File: config.mk
export PLATFORM = sky130hd
export DESIGN_NAME = commit_trace_buf
export DESIGN_NICKNAME = d
export VERILOG_FILES = /design/src/rtl/commit_trace_pkg.sv /design/src/rtl/sync_fifo.sv /design/src/rtl/commit_trace_buf.sv
export SDC_FILE = /design/constraint.sdc
export NUM_CORES = 2
export LEC_CHECK = 0
export ABC_AREA = 0
export CAP_MARGIN = 20
export CORE_ASPECT_RATIO = 0.8
export CORE_UTILIZATION = 53
export CTS_CLUSTER_SIZE = 8
export DETAILED_ROUTE_END_ITERATION = 10
export MAX_ROUTING_LAYER = met4
export PLACE_DENSITY = 0.75
export SLEW_MARGIN = 20
export SYNTH_ARGS = -nofsm -noshare
export SYNTH_HDL_FRONTEND = slang
export SYNTH_SLANG_ARGS = --single-unit
File: constraint.sdc
create_clock -name clk -period 23.3 [get_ports clk]
set_clock_uncertainty 0.2 [all_clocks]
set_input_delay 5.825 -clock clk [delete_from_list [all_inputs] [get_ports clk]]
set_output_delay 5.825 -clock clk [all_outputs]
set_load 0.05 [all_outputs]
File: src/rtl/commit_trace_pkg.sv
// rtl/commit_trace_pkg.sv - shared types and constants for the commit-trace buffer
package commit_trace_pkg;

  localparam logic [31:0] EBREAK_INSTR = 32'h0010_0073;

  typedef enum logic [1:0] {
    RUN    = 2'd0,
    DRAIN  = 2'd1,
    HALTED = 2'd2
  } trace_state_t;

  typedef struct packed {
    logic [63:0] seq;
    logic [63:0] pre_pc;
    logic [63:0] pc;
    logic [31:0] instr;
  } trace_rec_t;

  localparam int REC_W = $bits(trace_rec_t);

endpackage

File: src/rtl/sync_fifo.sv
// rtl/sync_fifo.sv - show-ahead synchronous FIFO with level, full and empty
// Storage is cleared on reset so the head reads zero while nothing is queued.
module sync_fifo #(
  parameter int WIDTH = 8,
  parameter int DEPTH = 8
) (
  input  logic                     clk,
  input  logic                     rst,
  input  logic                     push_i,
  input  logic                     pop_i,
  input  logic [WIDTH-1:0]         wdata_i,
  output logic [WIDTH-1:0]         rdata_o,
  output logic [$clog2(DEPTH):0]   level_o,
  output logic                     full_o,
  output logic                     empty_o
);

  localparam int AW = $clog2(DEPTH);

  logic [WIDTH-1:0] mem_q [DEPTH];
  logic [AW-1:0]    wr_ptr_q;
  logic [AW-1:0]    rd_ptr_q;
  logic [AW:0]      level_q;
  logic             push_ok;
  logic             pop_ok;

  assign empty_o = (level_q == '0);
  assign full_o  = (level_q == (AW+1)'(DEPTH));
  assign pop_ok  = pop_i && !empty_o;
  // A full FIFO still accepts a write when the head leaves in the same cycle.
  assign push_ok = push_i && (!full_o || pop_ok);

  always_ff @(posedge clk) begin
    if (!rst) begin
      for (int i = 0; i < DEPTH; i++) mem_q[i] <= '0;
      wr_ptr_q <= '0;
      rd_ptr_q <= '0;
      level_q  <= '0;
    end else begin
      if (push_ok) begin
        mem_q[wr_ptr_q] <= wdata_i;
        wr_ptr_q        <= wr_ptr_q + AW'(1);
      end
      if (pop_ok) rd_ptr_q <= rd_ptr_q + AW'(1);
      if (push_ok && !pop_ok)      level_q <= level_q + (AW+1)'(1);
      else if (!push_ok && pop_ok) level_q <= level_q - (AW+1)'(1);
    end
  end

  assign rdata_o = mem_q[rd_ptr_q];
  assign level_o = level_q;

endmodule

File: src/rtl/commit_trace_buf.sv
// rtl/commit_trace_buf.sv - retire trace FIFO with counters, ebreak halt and hang watchdog
module commit_trace_buf #(
  parameter int DEPTH       = 8,
  parameter int WDOG_CYCLES = 1024
) (
  input  logic                   clk,
  input  logic                   rst,
  input  logic                   commit,
  input  logic [31:0]            commit_instr,
  input  logic [63:0]            commit_pc,
  input  logic [63:0]            commit_pre_pc,
  output logic                   trace_valid,
  input  logic                   trace_ready,
  output logic [63:0]            trace_seq,
  output logic [31:0]            trace_instr,
  output logic [63:0]            trace_pc,
  output logic [63:0]            trace_pre_pc,
  output logic [$clog2(DEPTH):0] fifo_level,
  output logic [63:0]            retire_cnt,
  output logic [63:0]            cycle_cnt,
  output logic                   halted,
  output logic                   overflow,
  output logic                   hang
);

  import commit_trace_pkg::*;

  localparam int WW = $clog2(WDOG_CYCLES + 1);

  trace_state_t state_q, state_d;
  logic [63:0]  retire_cnt_q;
  logic [63:0]  cycle_cnt_q;
  logic [WW-1:0] wdog_q;
  logic         overflow_q;
  logic         hang_q;

  logic         retire;
  logic         pop;
  logic         push;
  logic         fifo_full;
  logic         fifo_empty;
  trace_rec_t   wr_rec;
  trace_rec_t   rd_rec;

  assign retire = (state_q == RUN) && commit;
  assign pop    = trace_valid && trace_ready;
  assign push   = retire && (!fifo_full || pop);

  assign wr_rec = '{seq: retire_cnt_q, pre_pc: commit_pre_pc, pc: commit_pc, instr: commit_instr};

  sync_fifo #(
    .WIDTH (REC_W),
    .DEPTH (DEPTH)
  ) u_fifo (
    .clk     (clk),
    .rst     (rst),
    .push_i  (push),
    .pop_i   (pop),
    .wdata_i (wr_rec),
    .rdata_o (rd_rec),
    .level_o (fifo_level),
    .full_o  (fifo_full),
    .empty_o (fifo_empty)
  );

  always_comb begin
    state_d = state_q;
    case (state_q)
      RUN:     if (retire && (commit_instr == EBREAK_INSTR)) state_d = DRAIN;
      // Leaves DRAIN on the edge after the registered level has reached zero.
      DRAIN:   if (fifo_level == '0) state_d = HALTED;
      HALTED:  state_d = HALTED;
      default: state_d = RUN;
    endcase
  end

  always_ff @(posedge clk) begin
    if (!rst) begin
      state_q      <= RUN;
      retire_cnt_q <= '0;
      cycle_cnt_q  <= '0;
      wdog_q       <= '0;
      overflow_q   <= 1'b0;
      hang_q       <= 1'b0;
    end else begin
      state_q <= state_d;
      if (state_q != HALTED) cycle_cnt_q <= cycle_cnt_q + 64'd1;
      if (retire) begin
        retire_cnt_q <= retire_cnt_q + 64'd1;
        if (!push) overflow_q <= 1'b1;
      end
      // Watchdog saturates at the limit; hang stays set until reset.
      if (retire) begin
        wdog_q <= '0;
      end else if ((state_q == RUN) && (wdog_q != WW'(WDOG_CYCLES))) begin
        wdog_q <= wdog_q + WW'(1);
        if (wdog_q == WW'(WDOG_CYCLES - 1)) hang_q <= 1'b1;
      end
    end
  end

  assign trace_valid  = !fifo_empty;
  assign trace_seq    = rd_rec.seq;
  assign trace_instr  = rd_rec.instr;
  assign trace_pc     = rd_rec.pc;
  assign trace_pre_pc = rd_rec.pre_pc;
  assign retire_cnt   = retire_cnt_q;
  assign cycle_cnt    = cycle_cnt_q;
  assign halted       = (state_q == HALTED);
  assign overflow     = overflow_q;
  assign hang         = hang_q;

endmodule

; After elaboration in Yosys (flattened, before gate mapping)
; Memory sizes are Yosys's and may differ from the RTL's. A register that Yosys moved wholly into a read port is not among the register bits.
; Index checks and enable logic that the tools add are counted.
; Widths: inputs -> output; s select.
[totals]
memories = 1
rom_bits = 0
regBits = 153
ramBits = 1792
latch_bits = 0
word_cells = 66
input_bits = 164
[op_classes]
n_mux = 14
eq_ne = 9
order_cmp = 0
n_addsub = 7
bitwise = 3
n_mul = 0
shift = 0
n_div = 0
reduce_logical = 23
[memory_table]
columns = memory, depth, word_bits, read_ports, rd_clocked_by_memory_dff, wr, line_no
row1 = u_fifo.mem_q, 8, 224, 1, 1, 8, sync_fifo.sv:20  ; logic [WIDTH-1:0] mem_q [DEPTH];
[op_table]
columns = cell, count
row1 = $mux 224, 1
row2 = $reduce_or 224->1, 1
row3 = $add 64x1->64 const B, 2
row4 = $eq 32x21->1 const B, 1
row5 = $add 11x1->11 const B, 1
row6 = $eq 11x10->1 const B, 1
row7 = $ne 11x11->1 const B, 1
row8 = $logic_and 1x1->1, 9
row9 = $mux 3, 3
row10 = $mux 4, 2
row11 = $add 3x1->3 const B, 2
row12 = $pmux 2 s3, 1
row13 = $mux 1, 5
row14 = $add 4x1->4 const B, 1
row15 = $eq 4x4->1 const B, 1
row16 = $logic_not 1->1, 4
row17 = $logic_not 4->1, 1
row18 = $mux 2, 2
row19 = $ne 2x1->1 const B, 2
row20 = $reduce_and 2->1, 2
row21 = $sub 4x1->4 const B, 1
row22 = $not 1->1, 3
row23 = $reduce_and 3->1, 1
row24 = $eq 2x1->1 const B, 1
row25 = other kinds (6), 7

; Logic depth before layout (Yosys ltp)
[logic_depth]
word_depth = 11
mapped_depth = 14
mapped_depth_nobuf = 12

; By module
; A second synthesis with hierarchy kept.
[hier_totals]
cells_unflattened = 5507
hier_area_um2 = 87162.3
[by_module_without_submodules]
columns = module, n_inst, area_per_inst_um2, cells_per_inst
row1 = sync_fifo, 1, 80300.8, 4684
row2 = commit_trace_buf, 1, 6861.6, 823

; Worst setup path before layout
; Ideal clock, no wire load.
[synth_timing]
path_kind = input port to flip-flop
start = input port commit
end = memory u_fifo.mem_q[3][0] (netlist name), enable pin
required_ns = 21.981
path_stages = 6
slack_ns = -0.195
arrival_time_ns = 22.177
path_buffers = 2
path_cell_list = and2_1 -> buf_2 -> o21a_1 -> buf_2 -> nand3_2 -> o21ai_0
[synth_lines]
columns = element, line_no
row1 = start: declaration, commit_trace_buf.sv:8  ; input logic commit,
row2 = end: declaration, sync_fifo.sv:20

==> run_results.csv <==
group,metric,value,unit
critical_path,rr_startpoint,"state_q[0]",
drt,firstDrtPassIters,8,
power,switching_share,28.4,%
critical_path,crit_type,"reg2out",
die,floorplan.io_pins,524,
clock_tree,htreeDepth,5,
synthesis,ys.flop_type,"edfxtp_1",
critical_path,cp_top_family,"buffers and inverters",
synthesis,synth_warnings,0,
layout,utilization,62.7,%
grt,top_usage_layer,"met2",
sta,finalWorstSetupSlack,11.43,ns
clock_tree,cts_tree,"built",
flow_run,cap_violations,0,
synthesis,synth_fp_nets,5732,
sta,setup_viol,0,
placed_design,io_buffers,523,
grt,gr-usage-met3,5.35,%
power,p_leak,35.5,nW
die,core_area,162000,sq um
sta,maxSlewViolCount,0,
min_path,hold_path_startpoint,"hang",
critical_path,arrival,5.85,ns
layout,drive_gt1_share,17.9,%
clock_tree,cts_setup_buffers,0,
drt,ant_nets,0,
layout,multi_input_area,28200,sq um
layout,syn2layout_area_growth,17.3,%
clock_tree,cts_hold_buf,0,
critical_path,cp_max_fo,91,
clock_tree,clkSlewWorstSetupHoldPaths,0.05,ns
sta,rsz0062_at_grt,"no",
status,status,"complete, no violations",
drt,drt_iter0_drc,4807,
grt,grt_use_met2,43.8,%
layout,final_nets,6207,
synthesis,avgSynthCellArea,15.6,sq um
grt,antenna_found_initial,14,
grt,grt_overflow,0,
sta,relSlewSlack,23.3,%
sta,fin_crit_sh,51.0,%
drt,drcViolationCount,0,
grt,grt_use_met1,37.1,%
synthesis,synthCells,5554,
critical_path,critical_path.cell_chain,"buf_4, buf_16, buf_12, buf_4, mux4_2, mux2_2, clkdlybuf4s50_1",
clock_tree,cts_resized,0,
power,power_frac_comb,23.4,%
power,seqPwrFrac,40.3,%
clock_tree,root_buffer,"clkbuf_16",
synthesis,postSynth.asyncResetShare,0,%
die,start_util,53.5,%
power,p_clk_share,36.3,%
clock_tree,cts.sinks,1948,
layout,instances_no_fill,8250,
critical_path,cpMostUsedCell,"buf_4",
layout,fillCellCount,11500,
die,die_y,364,um
synthesis,synth-edff-count,1792,
sta,worst_pin_slew,1.14,ns
critical_path,worstSetupEndpointType,"output port",
sta,period_minus_slack,11.87,ns
grt,grt_pass1_wl,332,mm
synthesis,ys_ff_latch,1948,
critical_path,slowest_delay,0.86,ns
critical_path,crit_required,17.27,ns
critical_path,critical_path.slowest_cell,"buf_4",
placed_design,dp_cells,7876,
grt,grtUsageTotal,28.0,%
die,rows,132,
placed_design,dp_hpwl,119,mm
power,cellPowerDensity,99.8,nW/um^2
synthesis,synth-seq-area-share,65.6,%
critical_path,rrSetupSlack,17.07,ns
synthesis,syn-cell-area,86700,sq um
drt,num_vias,49700,
sta,finalHoldViolations,0,
die,die-area,165000,sq um
placed_design,gp_congestion,0.808,
grt,grt_max_degree,174,
power,p_switching,2.88,mW
critical_path,start_kind,"flop",
drt,routed_wirelength,225,mm
sta,max_freq,84.2,MHz
critical_path,path_buf_inv,5,
clock_tree,clock_latency,0.88,ns
layout,layout_commonest_cell,"edfxtp_1",
die,fp.dieW,454,um
clock_tree,clockBufferDepth,4,
power,ir_drop,0.0883,mV
layout,seq_area,56900,sq um
drt,routedWlPerCell,27.2,um
placed_design,dp_slack,11.53,ns
clock_tree,cts_buffers,293,
synthesis,synth_cell_types,56,
grt,grt_pass1_vias,51300,
power,power.internal,7.27,mW
drt,vias_per_cell,6.03,
layout,final_cell_mix,"edfxtp_1, and2_1, clkdlybuf4s50_1",
min_path,hold_class,"reg2reg",
-- cells by family after synthesis --
| family | Yosys count | share of synthesized area (%) |
|---|---|---|
| DFF | 1948 | 65.6 |
| xor gates and xnor gates | 72 | 0.727 |
| buffers and inverters | 450 | 1.98 |
| AOI/OAI and AO/OA | 143 | 0.991 |
| muxes | 682 | 14.7 |
| adders and majority gates | 14 | 0.211 |
| and+or+nand+nor | 2245 | 15.8 |
-- synth_stat cells (3+ instances only) --
master	instances	area (sq um)
a21oi_1	64	320
and2_1	1759	11000
and3_1	12	75.1
and4_1	22	193
buf_1	54	203
buf_2	11	55.1
buf_4	3	22.5
clkbuf_1	356	1340
clkinv_1	3	11.3
dfxtp_1	156	3120
edfxtp_1	1792	53800
ha_1	13	163
inv_1	20	75.1
inv_2	3	11.3
mux2_2	224	2520
mux2i_1	10	100
mux4_2	448	10100
nand2_1	75	282
nand2b_1	13	81.3
nand3_1	54	270
nand4_1	46	288
nor2_1	95	357
nor2_2	3	18.8
nor3_1	40	200
nor4_1	34	213
nor4b_1	3	26.3
o211ai_1	3	22.5
o21a_1	5	37.5
o21ai_0	25	125
o31ai_1	37	278
or2_2	4	25.0
or3_1	26	163
or4_1	42	315
xnor2_1	30	263
xor2_1	42	368
-- final cells by class --
class,instances,share of cell area [%]
Sequential cell,1948,56.0
Multi-Input combinational cell,3156,27.7
Clock buffer,351,7.57
Timing Repair Buffer,604,5.91
Tap cell,2144,2.64
Inverter,26,0.0984
Clock inverter,5,0.0455
Antenna cell,16,0.0394
-- path summary, 6_finish.rpt --
path,to,depth (start not counted)
worst max register to register,u_fifo.mem_q[1][75],10
worst min register to register,hang,1
worst max-delay path,trace_pre_pc[14],7
worst min-delay path,hang,1
-- registers in the layout (all words and copies together), names as in the netlist, named ones only --
signal,cells
retire_cnt,64
overflow,1
u_fifo.rd_ptr_q,3
u_fifo.wr_ptr_q,3
wdog_q,11
u_fifo.mem_q,1792
cycle_cnt,64
hang,1
state_q,2
u_fifo.level_o,4
-- power by group through the flow --
stage / clock network, mW / registers, mW / logic, mW
after floorplan: 0 / 4.18 / 1.66
after global placement: 0 / 4.15 / 2.38
after detailed placement: 0 / 4.16 / 2.39
after CTS: 3.73 / 4.10 / 2.40
after global routing: 3.86 / 4.11 / 2.48
final: 3.68 / 4.09 / 2.38
-- metrics by stage --
step           power, mW  hold slack (ns)  TNS [ns]  area [sq um]
2_1_floorplan       5.84            0.251    -82.38         86700
3_3_place_gp        6.52            0.254         0         93900
5_1_grt             10.5            0.295         0        102000
3_5_place_dp        6.55            0.257         0         93900
6_report            10.2            0.270         0        102000
4_1_cts             10.2            0.270         0        102000
-- per-layer routing --
layer	vias up	part of all wire, %
met2	2157	49
met4	0	2.7
met5	-	0
met1	25700	41
li1	21500	-
met3	396	8.0
(Power assumes the default switching activity.)
